<file path="config.mk">
export PLATFORM = sky130hd
export DESIGN_NAME = sd_mul_seq
export DESIGN_NICKNAME = d
export VERILOG_FILES = /design/src/rtl/sd_mul_pkg.sv /design/src/rtl/sd4_recode.sv /design/src/rtl/sd_mul_seq.sv
export SDC_FILE = /design/constraint.sdc
export NUM_CORES = 1
export LEC_CHECK = 0
export BUFFER_PORTS_ARGS = -buffer_cell sky130_fd_sc_hd__clkbuf_2
export CAP_MARGIN = 20
export CORE_MARGIN = 1.5
export CORE_UTILIZATION = 40
export DETAILED_ROUTE_END_ITERATION = 16
export PLACE_DENSITY = 0.64
export SYNTH_ARGS = -nofsm -noshare
export SYNTH_HDL_FRONTEND = slang
export SYNTH_SLANG_ARGS = --single-unit
</file>
<file path="constraint.sdc">
create_clock -name clk -period 4.3 [get_ports clk]
set_clock_uncertainty 0.05 [all_clocks]
set_input_delay 0.43 -clock clk [delete_from_list [all_inputs] [get_ports clk]]
set_output_delay 0.43 -clock clk [all_outputs]
set_load 0.01 [all_outputs]
</file>
<file path="src/rtl/sd_mul_pkg.sv">
// Shared definitions for the radix-4 signed-digit multiply sequencer:
// FSM state codes and the 3-bit two's-complement digit encodings.
package sd_mul_pkg;

    typedef logic [1:0] state_t;

    localparam state_t IDLE = 2'd0;
    localparam state_t RUN  = 2'd1;
    localparam state_t DONE = 2'd2;

    localparam int SD_W = 3;

    localparam logic [SD_W-1:0] D_M2 = 3'b110;
    localparam logic [SD_W-1:0] D_M1 = 3'b111;
    localparam logic [SD_W-1:0] D_0  = 3'b000;
    localparam logic [SD_W-1:0] D_P1 = 3'b001;
    localparam logic [SD_W-1:0] D_P2 = 3'b010;

endpackage

</file>
<file path="src/rtl/sd4_recode.sv">
// Combinational radix-4 recoder: turns a W-bit two's-complement multiplier
// into W/2 signed digits in -2..+2, digit 0 in the least significant slot.
module sd4_recode
    import sd_mul_pkg::*;
#(
    parameter int W = 8
) (
    input  logic [W-1:0]            b,
    output logic [(W/2)*SD_W-1:0]   digits
);

    localparam int ND = W / 2;

    logic [W:0] w_bExt;

    // Appending a zero below bit 0 supplies b[-1], so each digit reads one overlapping triple.
    assign w_bExt = {b, 1'b0};

    always_comb begin
        digits = '0;
        for (int i = 0; i < ND; i++) begin
            case (w_bExt[2*i +: 3])
                3'b001, 3'b010: digits[i*SD_W +: SD_W] = D_P1;
                3'b011:         digits[i*SD_W +: SD_W] = D_P2;
                3'b100:         digits[i*SD_W +: SD_W] = D_M2;
                3'b101, 3'b110: digits[i*SD_W +: SD_W] = D_M1;
                default:        digits[i*SD_W +: SD_W] = D_0;
            endcase
        end
    end

endmodule

</file>
<file path="src/rtl/sd_mul_seq.sv">
// Multi-cycle signed multiplier consuming one radix-4 digit per clock.
// Define SD_MUL_EARLY_EXIT_EN to finish as soon as the remaining digits are all zero.
module sd_mul_seq
    import sd_mul_pkg::*;
#(
    parameter int W = 8
) (
    input  logic              clk,
    input  logic              rst_n,
    input  logic              start,
    input  logic [W-1:0]      a,
    input  logic [W-1:0]      b,
    output logic              busy,
    output logic              done,
    output logic [2*W-1:0]    product
);

    localparam int ND = W / 2;
    localparam int CW = (ND > 1) ? $clog2(ND) : 1;
    localparam int AW = 2 * W;

    state_t                 r_state;
    state_t                 w_nextState;
    logic [W-1:0]           r_a;
    logic [W-1:0]           r_b;
    logic [AW-1:0]          r_acc;
    logic [AW-1:0]          r_product;
    logic [CW-1:0]          r_cnt;
    logic [ND*SD_W-1:0]     w_digits;
    logic [SD_W-1:0]        w_digit;
    logic [AW-1:0]          w_aExt;
    logic [AW-1:0]          w_pp;
    logic [AW-1:0]          w_accNext;
    logic                   w_lastDigit;

    sd4_recode #(.W(W)) u_recode (
        .b      (r_b),
        .digits (w_digits)
    );

    assign w_digit   = w_digits[r_cnt*SD_W +: SD_W];
    assign w_aExt    = {{W{r_a[W-1]}}, r_a};
    assign w_accNext = r_acc + (w_pp << {r_cnt, 1'b0});

    // Digit magnitudes are only 1 or 2, so a shift and a negate replace a multiplier.
    always_comb begin
        case (w_digit)
            D_P1:    w_pp = w_aExt;
            D_P2:    w_pp = w_aExt << 1;
            D_M1:    w_pp = -w_aExt;
            D_M2:    w_pp = -(w_aExt << 1);
            default: w_pp = '0;
        endcase
    end

`ifdef SD_MUL_EARLY_EXIT_EN
    always_comb begin
        w_lastDigit = 1'b1;
        for (int j = 0; j < ND; j++) begin
            if (j > int'(r_cnt) && w_digits[j*SD_W +: SD_W] != D_0) begin
                w_lastDigit = 1'b0;
            end
        end
    end
`else
    assign w_lastDigit = (r_cnt == CW'(ND - 1));
`endif

    always_ff @(posedge clk) begin
        if (!rst_n) begin
            r_state <= IDLE;
        end else begin
            r_state <= w_nextState;
        end
    end

    always_comb begin
        w_nextState = r_state;
        case (r_state)
            IDLE:    if (start) w_nextState = RUN;
            RUN:     if (w_lastDigit) w_nextState = DONE;
            DONE:    w_nextState = IDLE;
            default: w_nextState = IDLE;
        endcase
    end

    // The finished sum is shown directly during DONE so product is valid alongside done.
    always_comb begin
        busy    = (r_state != IDLE);
        done    = (r_state == DONE);
        product = (r_state == DONE) ? r_acc : r_product;
    end

    always_ff @(posedge clk) begin
        if (!rst_n) begin
            r_a       <= '0;
            r_b       <= '0;
            r_acc     <= '0;
            r_cnt     <= '0;
            r_product <= '0;
        end else begin
            case (r_state)
                IDLE: begin
                    if (start) begin
                        r_a   <= a;
                        r_b   <= b;
                        r_acc <= '0;
                        r_cnt <= '0;
                    end
                end
                RUN: begin
                    r_acc <= w_accNext;
                    r_cnt <= r_cnt + 1'b1;
                end
                DONE: begin
                    r_product <= r_acc;
                end
                default: ;
            endcase
        end
    end

endmodule

</file>
Word-level counts from Yosys, hierarchy flattened
Cells that the tools add are included.
{"block": "totals", "regBits": 52, "in_bits": 19}
{"block": "classes", "n_addsub": 4, "mul": 1, "n_eq_ne": 30, "n_shift": 2, "muxes": 13, "n_reduce_logical": 12}
{"operator": "16-bit one-hot mux with 4 select lines", "n": 1}
{"operator": "3-bit one-hot mux with 4 select lines", "n": 3}
{"operator": "3-bit equality test, second input constant", "n": 11}
{"operator": "16-bit 2-to-1 mux", "n": 2}
{"operator": "16-bit negator", "n": 2}
{"operator": "16-bit one-hot mux with 2 select lines", "n": 1}
{"operator": "3-bit by 2-bit equality test with 1-bit output, second input constant", "n": 7}
{"operator": "16-bit adder", "n": 1}
{"operator": "16-bit by 3-bit << shifter with 16-bit output", "n": 1}
{"operator": "3-bit by 1-bit equality test with 1-bit output, second input constant", "n": 4}
{"operator": "2-bit OR reduction", "n": 6}
{"operator": "12-bit by 5-bit indexed part select with 3-bit output", "n": 1}
{"operator": "3-bit one-hot mux with 3 select lines", "n": 1}
{"operator": "2-bit equality test, second input constant", "n": 4}
{"operator": "2-bit one-hot mux with 2 select lines", "n": 2}
{"operator": "2-bit 2-to-1 mux", "n": 3}
{"operator": "2-bit AND reduction", "n": 3}
{"operator": "2-bit by 1-bit equality test with 1-bit output, second input constant", "n": 2}
{"operator": "2-bit by 2-bit multiplier with 4-bit output, second input constant", "n": 1}
{"operator": "2-bit inequality test, second input constant", "n": 2}
{"operator": "2-bit nonzero test", "n": 2}
{"operator": "2-bit by 1-bit adder with 2-bit output, second input constant", "n": 1}
{"operator": "2-bit zero test", "n": 1}

Depth between registers and ports, before layout
{"block": "logic_depth", "ltp_word": 9, "depth_mapped": 19, "ltp_nobuf": 19}

By module
Synthesis repeated with hierarchy kept, for this count alone.
{"block": "hier_totals", "cells_unflattened": 460, "hier_area_um2": 3711.1}
{"mod": "sd_mul_seq", "instances": 1, "cells_per_inst": 445, "area_each_um2": 3607.2, "seq_area_each_um2": 1041.0}
{"mod": "sd4_recode", "instances": 1, "cells_per_inst": 15, "area_each_um2": 103.8, "seq_area_each_um2": 0.0}

Least setup slack after synthesis
No wires, ideal clock.
{"block": "synth_path", "path_kind": "register to register", "from": "reg r_b[3]", "to": "reg r_acc[15]", "setup_time_ns": 0.074, "t_arrival_ns": 3.708, "required_time_ns": 4.176, "slack_ns": 0.468, "path_stages_with_launch": 19, "synth_period_minus_slack_ns": 3.832, "cell_sequence": "dfxtp_1 buf_4 xnor2_1 mux4_2 and2_0 buf_2 a21o_1 a211oi_1 a21o_1 o22ai_1 ha_1 o21ai_0 a21oi_1 and3_1 a211oi_1 o31ai_1 xnor2_2 or3_1 a31oi_1"}
{"block": "synth_via", "elab_chain_len": 9}
{"item": "start: declaration", "line": "sd_mul_seq.sv:25", "source": "logic [W-1:0] r_b;"}
{"item": "start signal: assignment", "line": "sd_mul_seq.sv:97", "source": "r_b <= '0;"}
{"item": "start signal: assignment", "line": "sd_mul_seq.sv:106", "source": "r_b <= b;"}
{"item": "3-bit equality test, or another cell as far along", "line": "sd4_recode.sv:22", "source": "case (w_bExt[2*i +: 3])"}
{"item": "2-bit OR reduction", "line": "sd4_recode.sv:22"}
{"item": "3-bit one-hot mux with 4 select lines", "line": "sd4_recode.sv:22"}
{"item": "12-bit by 5-bit indexed part select with 3-bit output (*)", "line": "sd_mul_seq.sv:41", "source": "assign w_digit = w_digits[r_cnt*SD_W +: SD_W];"}
{"item": "3-bit equality test, or another cell as far along", "line": "sd_mul_seq.sv:47", "source": "case (w_digit)"}
{"item": "16-bit one-hot mux with 4 select lines (*)", "line": "sd_mul_seq.sv:47"}
{"item": "16-bit by 3-bit << shifter with 16-bit output (*)", "line": "sd_mul_seq.sv:43", "source": "assign w_accNext = r_acc + (w_pp << {r_cnt, 1'b0});"}
{"item": "16-bit adder (*)", "line": "sd_mul_seq.sv:43"}
{"item": "16-bit one-hot mux with 2 select lines (*)", "line": "sd_mul_seq.sv:102", "source": "case (r_state)"}
{"item": "end signal: assignment", "line": "sd_mul_seq.sv:112", "source": "r_acc <= w_accNext;"}
{"item": "end: declaration", "line": "sd_mul_seq.sv:26", "source": "logic [AW-1:0] r_acc;"}
Every way passes the cells marked *; elsewhere a longest branch is shown, timed or not.
A chain may end at the register's enable or synchronous reset.

Worst setup path in the final report
{"block": "layout_path", "from": "reg r_cnt[0]", "to": "reg r_acc[15]"}
{"block": "layout_via", "elab_chain_len": 7}
{"item": "start: declaration", "line": "sd_mul_seq.sv:28", "source": "logic [CW-1:0] r_cnt;"}
{"item": "start signal: assignment", "line": "sd_mul_seq.sv:113", "source": "r_cnt <= r_cnt + 1'b1;"}
{"item": "2-bit by 2-bit multiplier with 4-bit output", "line": "sd_mul_seq.sv:41"}
{"item": "12-bit by 5-bit indexed part select with 3-bit output", "line": "sd_mul_seq.sv:41"}
{"item": "3-bit equality test, or another cell as far along", "line": "sd_mul_seq.sv:47"}
{"item": "16-bit one-hot mux with 4 select lines", "line": "sd_mul_seq.sv:47"}
{"item": "16-bit by 3-bit << shifter with 16-bit output (*)", "line": "sd_mul_seq.sv:43"}
{"item": "16-bit adder (*)", "line": "sd_mul_seq.sv:43"}
{"item": "16-bit one-hot mux with 2 select lines (*)", "line": "sd_mul_seq.sv:102"}
Marked as above.

==> impl_results.md <==
- Avg WL per Cell: 14.57 um
- Synth area leaders: dfxtp_1 (29%), nand2_1 (7.1%), a21oi_1 (7.0%), ha_1 (7.0%), mux2_2 (5.7%)
- Worst min path class: in -> reg
- CP Data Required Time: 4.49 ns
- Worst setup EP type: flip-flop
- Grt met1 use: 23.68%
- Post-synthesis cell area: 0.003553 mm2
- Pwr Total: 1154 uW
- CP max stage delay: 0.45 ns
- DIE HEIGHT: 97.25 um
- DRC viols: 0
- Post-route ant nets: 0
- Outcome: completed
- Post-synth cell types: 60
- Post-synth EDFFs: 0
- Final Non-Filler Cells: between 500 and 600
- # setup viols final: 0
- Post-synth top area share: 29.30%
- Initial Utilization: 40.95%
- Leak: ~0.0018 uW
- Area growth, synth to finish: 14.15%
- Async SR Flop Fraction: 0%
- Critical path's slowest cell: a2111oi_2
- Least-Margin Pin Slew: 0.9254 ns
- Filler cells: 925
- Reg area: ~0.0010 mm2
- GP Congestion: slightly below 0.9
- Pins Over Slew Limit: 0
- MaxCap Viol Count: 0
- DR iter-0 viols: 115
- GR peak layer: met2
- Crit path max fanout: 13
- Combinational group share of total power: about 29%
- Final hold viol count: 0
- Root Buffer: clkbuf_8
- Pwr/cell area: 284.4 mW/mm2
- CTS tree: built
- Register bit total from synthesis: 52
- Nets: 523
- Fmax: approximately 240 MHz
- RSZ-0062 raised after global routing: yes
- Pint: 775.2 uW
- Skew-Pair Late Insertion Delay: approximately 0.30 ns
- First-pass GRT wire length: 14540 um
- CP delay by family, top: compound AO/OA/AOI/OAI gates
- Synth top cells by count: nand2_1 (67), dfxtp_1 (52), a21oi_1 (50)
- Die width: 97.25 um
- # placed instances: 583
- Dominant synthesized flop cell: dfxtp_1
- Core ar.: 0.008678 mm2
- Die ar.: 0.009458 mm2
- # diodes: 0
- Worst vdd ir: approximately 0.14 mV
- Crit Path Category: reg -> reg
- Final HPWL DP: between 6000 and 7000 um
- PortBufs: 36
- CTS sink count: 52
- Rows: 34
- Clock share of power: 25.4%
- Yosys Warn Count: 0
- M3 GR Usage: approximately 2.7%
- Reg power frac: 45.6%
- Period utilisation layout: 95.85%
- Switching Share: between 30% and 40%
- Crit path top cell by count: mux2i_1
- Yosys top cell by area: dfxtp_1
- Number of global-route vias before repair: about 3100
- Routed WL: 8627 um
- Largest net degree at the start of global routing: 35
- Most frequent cell after synthesis: nand2_1
- Startpoint types: flip-flop
- Worst Path Arrival: between 4 and 5 ns
- Share of cells above drive strength 1: between 20% and 30%
- TritonRoute pass-1 iters: 4
- Num CTS Buffers: 5
- Setup TNS: 0 ns
- H-tree lvl count: 2
- IO Pins: 37
- All-Layer GR Usage: 18.18%
- CTS Buffer Depth: 2
- Relative slew slack: a little under two fifths
- GRT overflow: 0
- Via Count: 3231
- Initial antenna violation count: 0
- Crit path buffers/inverters: 1
- Mean Syn Cell Area: 7.967 um2
- Sequential share of the synthesized area: 29.30%
- Via density: between 5 and 6
- Syn Inst Count: 446
- Crit-path cells: and2_1 > a221oi_4 > nor2_4 > buf_4 > a211oi_4 > a21oi_1 > o21ai_1 > mux2i_1 > mux2i_1 > ha_1 > a2111oi_2 > o21ai_2 > a211oi_2 > o31ai_2 > xnor2_2 > or3_1 > a31oi_1
- Min cycle time layout: 4.122 ns
- Clk pin slew, worst setup/hold paths: ~0.10 ns
- Post-synth net total: 486
- Area of the multi-input gates: 0.002380 mm2
- GR Util met2: between 30% and 40%
- Switching power: 378.4 uW
==> cells in the final DEF (no fill, tap or decap), drive strengths merged, types with 3 or more instances in the layout <==
cell type	count
nand3	20
a21oi	50
nand2	67
inv	14
xnor2	16
buf	22
o21bai	5
a211oi	11
a31oi	5
o22ai	3
nand2b	6
mux2	18
nor2	22
clkbuf	43
o21ai	15
or3	3
o32a	3
and2	21
mux2i	11
xor2	5
nor3	9
ha	20
a21o	8
o32ai	3
dfxtp	52
==> worst paths after layout <==
kind	from	depth (start not counted)	endpoint	slack [ns]
max	r_cnt[0]	17	r_acc[15]	0.18
min	b[1]	3	r_b[1]	0.28
max reg2reg	r_cnt[0]	17	r_acc[15]	0.18
min reg2reg	r_acc[12]	2	r_acc[12]	0.45
==> cell type report <==
cell class | count | share of cell area, %
repair buffers | 58 | 8.513
well taps | 108 | 3.331
clock inverters | 1 | 0.1851
flip-flops and latches | 52 | 25.79
inverters | 15 | 1.388
multi-input cells | 351 | 58.67
clock buffers | 7 | 2.128
==> routing by layer <==
| metal | wire length [um] | share of wire (%) | up-vias |
|---|---|---|---|
| met1 | 4018 | 47 | 1523 |
| met5 | 0 | 0 | - |
| met4 | 97 | 1.1 | 0 |
| met3 | 308 | 3.6 | 9 |
| li1 | - | - | 1643 |
| met2 | 4203 | 49 | 56 |
==> power by group through the flow <==
stage	Clock (uW)	Sequential (uW)	Combinational, uW
6_report	292	526	335
3_5_place_dp	0	536	324
2_1_floorplan	0	524	245
3_3_place_gp	0	536	323
5_1_grt	327	529	372
4_1_cts	307	525	329
==> through the flow <==
stage / utilization [%] / hold WS (ns) / area, um2 / setup slack [ns]
2_1_floorplan: - / 0.3987 / 3553 / 0.4682
3_3_place_gp: 44.94 / 0.4275 / 3900 / -0.03022
3_5_place_dp: 44.94 / 0.4317 / 3900 / -0.06831
4_1_cts: 46.11 / 0.2846 / 4001 / 0.002940
5_1_grt: 46.74 / 0.2792 / 4056 / -0.1064
6_report: 46.74 / 0.2847 / 4056 / 0.1785
==> registers in the layout (all words and copies together), names as in the netlist <==
name,flops
r_product,16
r_acc,16
r_b,8
r_state,2
r_cnt,2
r_a,8
==> worst reg2reg max path, cell delays in order, from the launching register on <==
cell       delay (ns)
dfxtp_2          0.40
and2_1           0.21
a221oi_4         0.34
nor2_4           0.08
buf_4            0.17
a211oi_4         0.36
a21oi_1          0.08
o21ai_1          0.22
mux2i_1          0.15
mux2i_1          0.17
ha_1             0.29
a2111oi_2        0.45
o21ai_2          0.14
a211oi_2         0.25
o31ai_2          0.13
xnor2_2          0.15
or3_1            0.30
a31oi_1          0.13
==> cells by family (layout without fill, tap and decap cells) <==
kind of cell	after synthesis	count (layout)	share of synthesized area, %
mux	30	30	9.437
compound gates	120	120	22.11
fa+ha+maj	21	21	7.606
xor+xnor	21	21	5.388
simple gates	159	159	21.02
buf+inv	43	81	5.141
flops	52	52	29.30
==> repair_timing <==
item | 4_1_cts | 5_1_grt
buffers inserted | 0 | 1
gates resized for setup | 2 | 14
cloned | 0 | 0
setup endpoints to repair | 1 | 4
hold buffers | 0 | 0
pin swaps | 0 | 1
(Power assumes the default switching activity.)
